## src/rtl/md5_crack_pkg.sv

```systemverilog
// Shared types and defaults for the MD5 brute-force search controller.
package md5_crack_pkg;

  typedef enum logic [1:0] {StIdle, StRun, StDrain, StDone} state_e;

  localparam int unsigned DEF_PIPE_LAT     = 66;
  localparam logic [7:0]  DEF_FIRST_CHAR   = 8'h61;
  localparam int unsigned DEF_CHARSET_SIZE = 26;
  localparam int unsigned MAX_CHARS        = 8;

  // Length 0 behaves as 1; anything beyond the candidate register width saturates.
  function automatic logic [3:0] clamp_len(input logic [3:0] n);
    if (n == 4'd0) return 4'd1;
    if (n > 4'(MAX_CHARS)) return 4'(MAX_CHARS);
    return n;
  endfunction

endpackage

```

## src/rtl/md5_cand_gen.sv

```systemverilog
// Digit odometer producing right-justified candidate strings and a last-candidate flag.
module md5_cand_gen
  import md5_crack_pkg::*;
#(
  parameter logic [7:0]  FIRST_CHAR   = DEF_FIRST_CHAR,
  parameter int unsigned CHARSET_SIZE = DEF_CHARSET_SIZE
) (
  input  logic        clk,
  input  logic        rst_n,
  input  logic        clear,
  input  logic        step,
  input  logic [3:0]  len,
  output logic [63:0] cand_msg,
  output logic        last
);

  localparam logic [7:0] MaxDigit = 8'(CHARSET_SIZE - 1);

  // Index 0 is the rightmost (fastest-moving) digit.
  logic [MAX_CHARS-1:0][7:0] digit_q, digit_d;
  logic                      carry;

  always_comb begin
    digit_d  = digit_q;
    cand_msg = '0;
    last     = 1'b1;
    carry    = 1'b1;
    for (int k = 0; k < int'(MAX_CHARS); k++) begin
      if (k < int'(len)) begin
        cand_msg[8*k +: 8] = FIRST_CHAR + digit_q[k];
        if (digit_q[k] != MaxDigit) last = 1'b0;
        if (carry) begin
          if (digit_q[k] == MaxDigit) begin
            digit_d[k] = '0;
          end else begin
            digit_d[k] = digit_q[k] + 8'd1;
            carry      = 1'b0;
          end
        end
      end
    end
  end

  always_ff @(posedge clk or negedge rst_n) begin
    if (!rst_n) begin
      digit_q <= '0;
    end else if (clear) begin
      digit_q <= '0;
    end else if (step) begin
      digit_q <= digit_d;
    end
  end

endmodule

```

## src/rtl/md5_crack_ctrl.sv

```systemverilog
// Search controller: issues candidates to a pipelined MD5 core and watches for the target hash.
module md5_crack_ctrl
  import md5_crack_pkg::*;
#(
  parameter int unsigned PIPE_LAT     = DEF_PIPE_LAT,
  parameter logic [7:0]  FIRST_CHAR   = DEF_FIRST_CHAR,
  parameter int unsigned CHARSET_SIZE = DEF_CHARSET_SIZE
) (
  input  logic         clk,
  input  logic         rst_n,
  input  logic         start,
  input  logic         abort,
  input  logic [127:0] target,
  input  logic [3:0]   len_chars,
  output logic [63:0]  core_message,
  output logic [63:0]  core_length,
  input  logic [127:0] core_hash,
  input  logic [511:0] core_message_out,
  output logic         busy,
  output logic         done,
  output logic         found,
  output logic [63:0]  found_msg
);

  state_e              state_q, state_d;
  logic [3:0]          len_q, len_d;
  logic [127:0]        target_q, target_d;
  logic [PIPE_LAT-1:0] vpipe_q, vpipe_d;
  logic                found_q, found_d;
  logic [63:0]         found_msg_q, found_msg_d;
  logic [63:0]         msg_hold_q, len_hold_q;
  logic                issue, clear, last, match;
  logic [63:0]         cand_msg, cand_len, match_msg;
  logic [6:0]          shamt;
  logic                unused_block;

  md5_cand_gen #(
    .FIRST_CHAR   (FIRST_CHAR),
    .CHARSET_SIZE (CHARSET_SIZE)
  ) u_cand_gen (
    .clk      (clk),
    .rst_n    (rst_n),
    .clear    (clear),
    .step     (issue),
    .len      (len_q),
    .cand_msg (cand_msg),
    .last     (last)
  );

  assign cand_len     = {57'd0, len_q, 3'b000};
  // The padded block carries the message left-justified; shift it back to the right.
  assign shamt        = 7'd64 - {len_q, 3'b000};
  assign match_msg    = core_message_out[511:448] >> shamt;
  assign match        = vpipe_q[PIPE_LAT-1] && (core_hash == target_q);
  assign unused_block = ^core_message_out[447:0];

  always_comb begin
    state_d     = state_q;
    len_d       = len_q;
    target_d    = target_q;
    found_d     = found_q;
    found_msg_d = found_msg_q;
    vpipe_d     = vpipe_q << 1;
    issue       = 1'b0;
    clear       = 1'b0;
    if (abort) begin
      state_d = StIdle;
      vpipe_d = '0;
      found_d = 1'b0;
    end else begin
      unique case (state_q)
        StIdle, StDone: begin
          if (start) begin
            state_d  = StRun;
            len_d    = clamp_len(len_chars);
            target_d = target;
            clear    = 1'b1;
            found_d  = 1'b0;
            vpipe_d  = '0;
          end
        end
        StRun, StDrain: begin
          if (match) begin
            state_d     = StDone;
            found_d     = 1'b1;
            found_msg_d = match_msg;
          end else if (state_q == StRun) begin
            issue      = 1'b1;
            vpipe_d[0] = 1'b1;
            if (last) state_d = StDrain;
          end else if (vpipe_d == '0) begin
            state_d = StDone;
          end
        end
        default: state_d = StIdle;
      endcase
    end
  end

  always_ff @(posedge clk or negedge rst_n) begin
    if (!rst_n) begin
      state_q     <= StIdle;
      len_q       <= '0;
      target_q    <= '0;
      vpipe_q     <= '0;
      found_q     <= 1'b0;
      found_msg_q <= '0;
      msg_hold_q  <= '0;
      len_hold_q  <= '0;
    end else begin
      state_q     <= state_d;
      len_q       <= len_d;
      target_q    <= target_d;
      vpipe_q     <= vpipe_d;
      found_q     <= found_d;
      found_msg_q <= found_msg_d;
      if (issue) begin
        msg_hold_q <= cand_msg;
        len_hold_q <= cand_len;
      end
    end
  end

  always_comb begin
    core_message = (state_q == StRun) ? cand_msg : msg_hold_q;
    core_length  = (state_q == StRun) ? cand_len : len_hold_q;
    busy         = (state_q == StRun) || (state_q == StDrain);
    done         = (state_q == StDone);
    found        = found_q;
    found_msg    = found_msg_q;
  end

endmodule

```

## config.mk

```make
export PLATFORM = sky130hd
export DESIGN_NAME = md5_crack_ctrl
export DESIGN_NICKNAME = d
export VERILOG_FILES = /design/src/rtl/md5_crack_pkg.sv /design/src/rtl/md5_cand_gen.sv /design/src/rtl/md5_crack_ctrl.sv
export SDC_FILE = /design/constraint.sdc
export NUM_CORES = 1
export LEC_CHECK = 0
export ABC_AREA = 1
export CAP_MARGIN = 30
export CELL_PAD_IN_SITES_DETAIL_PLACEMENT = 1
export CELL_PAD_IN_SITES_GLOBAL_PLACEMENT = 2
export CORE_AREA = 5 5 377 379
export CTS_BUF_LIST = sky130_fd_sc_hd__clkbuf_16
export DETAILED_ROUTE_END_ITERATION = 8
export DIE_AREA = 0 0 382 384
export PLACE_DENSITY = 0.72
export SLEW_MARGIN = 20
export SYNTH_ARGS = -nofsm -noshare
export SYNTH_HDL_FRONTEND = slang
export SYNTH_SLANG_ARGS = --single-unit
export TNS_END_PERCENT = 1
```

## constraint.sdc

```tcl
create_clock -name clk -period 2.9 [get_ports clk]
set_input_delay 0.58 -clock clk [delete_from_list [all_inputs] [get_ports clk]]
set_output_delay 0.58 -clock clk [all_outputs]
set_load 0.03 [all_outputs]
```

# == Yosys cells after proc, flatten, opt, wreduce, memory -nomap -nowiden ==
# Index checks and enable logic that the tools add are counted.
# W data, S select, Z words.
# totals
word_cells,209
in_bits,776
output_inout_bits,195
reg_bits,397
# op_classes
muxes,106
n_lt_le_gt_ge,9
n_bitwise,1
n_eq_ne,24
shifts,1
n_reduce_logical,35
add_sub_neg,17
# op_table
cell,count
$mux W8,31
$mux W64,3
$mux W66,2
$eq A128 B128 Y1,1
$logic_not A66 Y1,1
$mux W65,1
$add A7 B8 Y8 const A,8
$add A8 B1 Y8 const B,8
$eq A8 B5 Y1 const B,8
$ne A8 B5 Y1 const B,8
$shr A64 B7 Y64,1
$mux W1,55
$reduce_bool A2 Y1,16
$reduce_and A3 Y1,10
$lt A3 B4 Y1 const A,4
$mux W4,4
$mux W2,6
$ne A5 B5 Y1 const B,2
$lt A1 B4 Y1 const A,2
$lt A2 B4 Y1 const A,2
$mux W7,1
$sub A7 B7 Y7 const A,1
$ne A3 B3 Y1 const B,2
$eq A2 B2 Y1 const B,2
11 further kinds,14

# == Longest topological paths before layout ==
# depth
ltp_word,22
mapped_depth,18

# == Cells and area by module ==
# From an unflattened synthesis, not the netlist that was laid out.
# unflattened
cells_unflattened,3286
hier_area_um2,23197.2
# by_module_without_submodules
mod,n_inst,cells_each,area_each_um2
md5_crack_ctrl,1,2649,18617.9
md5_cand_gen,1,637,4579.4

# == Least setup slack after synthesis ==
# Ideal clock, no wire load.
# synth_timing
path_kind,flip-flop to output port
start,reg len_q[0]
end,out core_message[39]
arrival_time_ns,2.340
n_path_buf,3
slack_ns,-0.020
t_required_ns,2.320
stages_incl_launch_ff,11
path_cell_list,dfrtp_1 > buf_2 > inv_1 > clkbuf_1 > clkbuf_1 > ha_1 > nor2_1 > nor2_2 > a21oi_1 > o21ai_0 > o21ai_0
# synth_between
elab_chain_cells,3
# synth_lines
element,line,rtl
"start, declared",md5_crack_ctrl.sv:26,"logic [3:0] len_q, len_d;"
"start signal, assigned",md5_crack_ctrl.sv:112,len_q <= len_d;
$lt A3 B4 Y1,md5_cand_gen.sv:29,if (k < int'(len)) begin
$mux W8,md5_cand_gen.sv:29,
$mux W64,md5_crack_ctrl.sv:125,core_message = (state_q == StRun) ? cand_msg : msg_hold_q;
"end, declared",md5_crack_ctrl.sv:15,"output logic [63:0] core_message,"
# No other way between the ends.

# == Worst setup path after layout ==
# Same ends and word-level chain as after synthesis.

==> impl_metrics.csv <==
group,metric,value,unit
pwr,seq_power_share,0.274,
worst_setup_path,arrival,2340,ps
placement,place.gp.congestion,0.889,
placement,portBuffers,462,
worst_setup_path,startpoint_type,"flip-flop",
finish,syn_to_final_growth,44.9,%
min_path,min_path_type,"in -> async",
finish,multi_input_area,10000,µm²
drt,ant_nets,0,
floorplan,start_util,0.157,
global_routing,overflow,0,
yosys,synthFlopType,"dfrtp_1",
floorplan,dieArea,147000,µm²
worst_setup_path,critPathMaxFanout,5,
drt,vias_per_cell,3.91,
pwr,share_comb_of_total_power,0.470,
global_routing,grt.total_usage,0.130,
clock_tree,clkLatencyLatePin,660,ps
pwr,ir_drop,0.443,mV
timing,worst_pin_slew,798,ps
floorplan,die_w,382,µm
clock_tree,cts_tree,"built",
yosys,synth_cell_types,44,
drt,drc,0,
timing,hold_violations,0,
worst_setup_path,rrSetupSlack,260,ps
run_status,violations,"setup timing",
yosys,syn_inst,2983,
finish,seqCellArea,9940,µm²
pwr,power.clock.fraction,0.256,
pwr,power_density,875,nW/µm²
yosys,synth-edff-count,0,
yosys,synth.avg_cell_area,7.28,µm²
pwr,power_switching,0.0119,W
yosys,async_reset_ff_frac,1.00,
timing,fin_crit,2920,ps
timing,clock.fmax,342,MHz
global_routing,grt_pass1_vias,21800,
drt,drt_iter0_markers,943,
yosys,seq_area_frac_synth,0.457,
finish,fill_cells,16600,
timing,setup_slack,-21.0,ps
drt,drt_first_pass_iters,5,
clock_tree,numCtsBuffers,56,
drt,route.vias.total,20900,
yosys,ys_ff_latch,397,
drt,drt_wl_total,98.3,mm
finish,drive_gt1_frac,0.111,
job,maxCapViolations,0,
pwr,internal-power,0.0156,W
finish,layout_commonest_cell,"nand2_1",
yosys,yosys_warnings,0,
timing,slew_headroom,0.468,
worst_setup_path,rr_endpoint,"u_cand_gen.digit_q[63]$_DFFE_PN0P_",
global_routing,antenna_found_initial,45,
timing,maxSlewViolCount,0,
timing,fin_crit_sh,1.01,
floorplan,io_pins,971,
placement,hpwl,76.8,mm
finish,nNetsFinal,4285,
floorplan,fp.dieH,384,µm
floorplan,core.rowCount,137,
clock_tree,clkSinkCount,397,
worst_setup_path,reg2reg_depth,11,
yosys,syn_area,21700,µm²
floorplan,core_area,139000,µm²
finish,final_cell_mix,"952 x nand2_1, 393 x clkdlybuf4s50_1, 392 x dfrtp_1",
timing,rsz0062_at_grt,"yes",
pwr,total_leakage_power,14.5,nW
global_routing,grt_max_degree,74,
worst_setup_path,critPathCaptureType,"output port",
worst_setup_path,critPathKind,"reg -> out",
placement,place_ws,-380,ps
clock_tree,clock_path_buffers,3,
worst_setup_path,r2r-start,"len_q[0]$_DFFE_PN0P_",
clock_tree,root_buffer,"clkbuf_16",
timing,setup_viol,3,
worst_setup_path,required,2320,ps
global_routing,grt_pass1_wl,144,mm
timing,finalClockSkew,45.9,ps
clock_tree,cts.htree.levels,2,
clock_tree,clkTransAtPathRegs,60,ps
pwr,finalPower,0.0275,W
run_status,outcome,"finished, violations left",
drt,wl_per_cell,18.4,µm
pwr,swShare,0.434,
sequential cells by signal, summed over array words and instances (netlist names):
name	flops
found	1
found_msg	64
len_hold_q	4
len_q	4
msg_hold_q	64
state_q	2
target_q	128
u_cand_gen.digit_q	64
vpipe_q	66
per-layer routing:
layer	GRT usage	wire, µm	vias to the layer above
li1	-	-	10200
met1	0.148	39600	9974
met2	0.232	48400	512
met3	0.0495	8030	160
met4	0.0250	2100	32
met5	0	221	-
cell families after synthesis:
group	count (synthesis)	share of synthesized area
AOI/OAI and AO/OA	444	0.108
xor gates and xnor gates	91	0.0367
adders and majority gates	20	0.0115
buffers and inverters	543	0.107
DFF	397	0.457
muxes	14	0.00645
other	1	0.000173
and+or+nand+nor	1473	0.273
cells in the mapped netlist (26+ instances only):
cell	instances	share of area
nand2_1	962	0.17
dfrtp_1	397	0.46
inv_1	336	0.058
o21ai_0	307	0.071
nor2_1	295	0.051
nand3_1	111	0.026
clkbuf_1	101	0.017
buf_4	63	0.022
o21ai_1	47	0.011
a21oi_1	46	0.011
xnor2_1	46	0.019
xor2_1	45	0.018
nor3_1	28	0.0065
nand4_1	26	0.0075
area by class of cell:
type | instances | share of cell area
Multi-Input combinational cell | 2102 | 0.319
Sequential cell | 397 | 0.316
Timing Repair Buffer | 576 | 0.191
Tap cell | 1807 | 0.0718
Clock buffer | 56 | 0.0445
Inverter | 355 | 0.0428
Clock inverter | 47 | 0.0143
Antenna cell | 6 | 0.000477
Timing Repair inverter | 1 | 0.000239
power by group through the flow:
stage                     logic, W  registers [W]  clock network [W]
final                       0.0129        0.00754            0.00705
after global routing        0.0144        0.00767            0.00762
after CTS                   0.0131        0.00754            0.00739
after detailed placement    0.0128        0.00764                  0
after global placement      0.0127        0.00759                  0
after floorplan            0.00713        0.00742                  0
worst max path at each step:
stage / startpoint / to / slack [ps] / cells past startpoint
after floorplan: len_q[0]$_DFFE_PN0P_ / core_message[35] / 170 / 10
after global placement: core_hash[28] / u_cand_gen.digit_q[58]$_DFFE_PN0P_ / -350 / 17
after detailed placement: core_hash[28] / u_cand_gen.digit_q[35]$_DFFE_PN0P_ / -380 / 19
after CTS: u_cand_gen.digit_q[16]$_DFFE_PN0P_ / core_message[22] / -230 / 10
after global routing: len_q[3]$_DFFE_PN0P_ / core_message[47] / -190 / 9
final: len_q[0]$_DFFE_PN0P_ / core_message[39] / -20 / 10
through the flow:
step / util / setup TNS [ps] / hold slack [ps] / cells / area, µm²
3_3_place_gp: 0.211 / -55240 / 456 / 5230 / 29200
4_1_cts: 0.226 / -3650 / 378 / 5339 / 31300
5_1_grt: 0.227 / -5290 / 399 / 5343 / 31500
2_1_floorplan: - / 0 / 284 / 3042 / 21900
3_5_place_dp: 0.211 / -59200 / 466 / 5230 / 29200
6_report: 0.227 / -33.8 / 412 / 5347 / 31500
critical path: stages, from the launching register on:
cell     delay, ps
dfrtp_2        370
inv_1           80
ha_4           190
nor2_4         140
nor2_4          80
buf_6          130
a21oi_2        110
o21ai_2         80
o21ai_1        160
buf_4          180
buf_4          170
repair_timing:
item / 4_1_cts / 5_1_grt
pin swaps: 5 / 2
setup endpoints to repair: 65 / 67
setup buffers: 4 / 2
resized for setup: 165 / 77
hold endpoints to repair: 26 / 0
hold buffers: 1 / 0
gates cloned: 1 / 0
(Power assumes the default switching activity.)
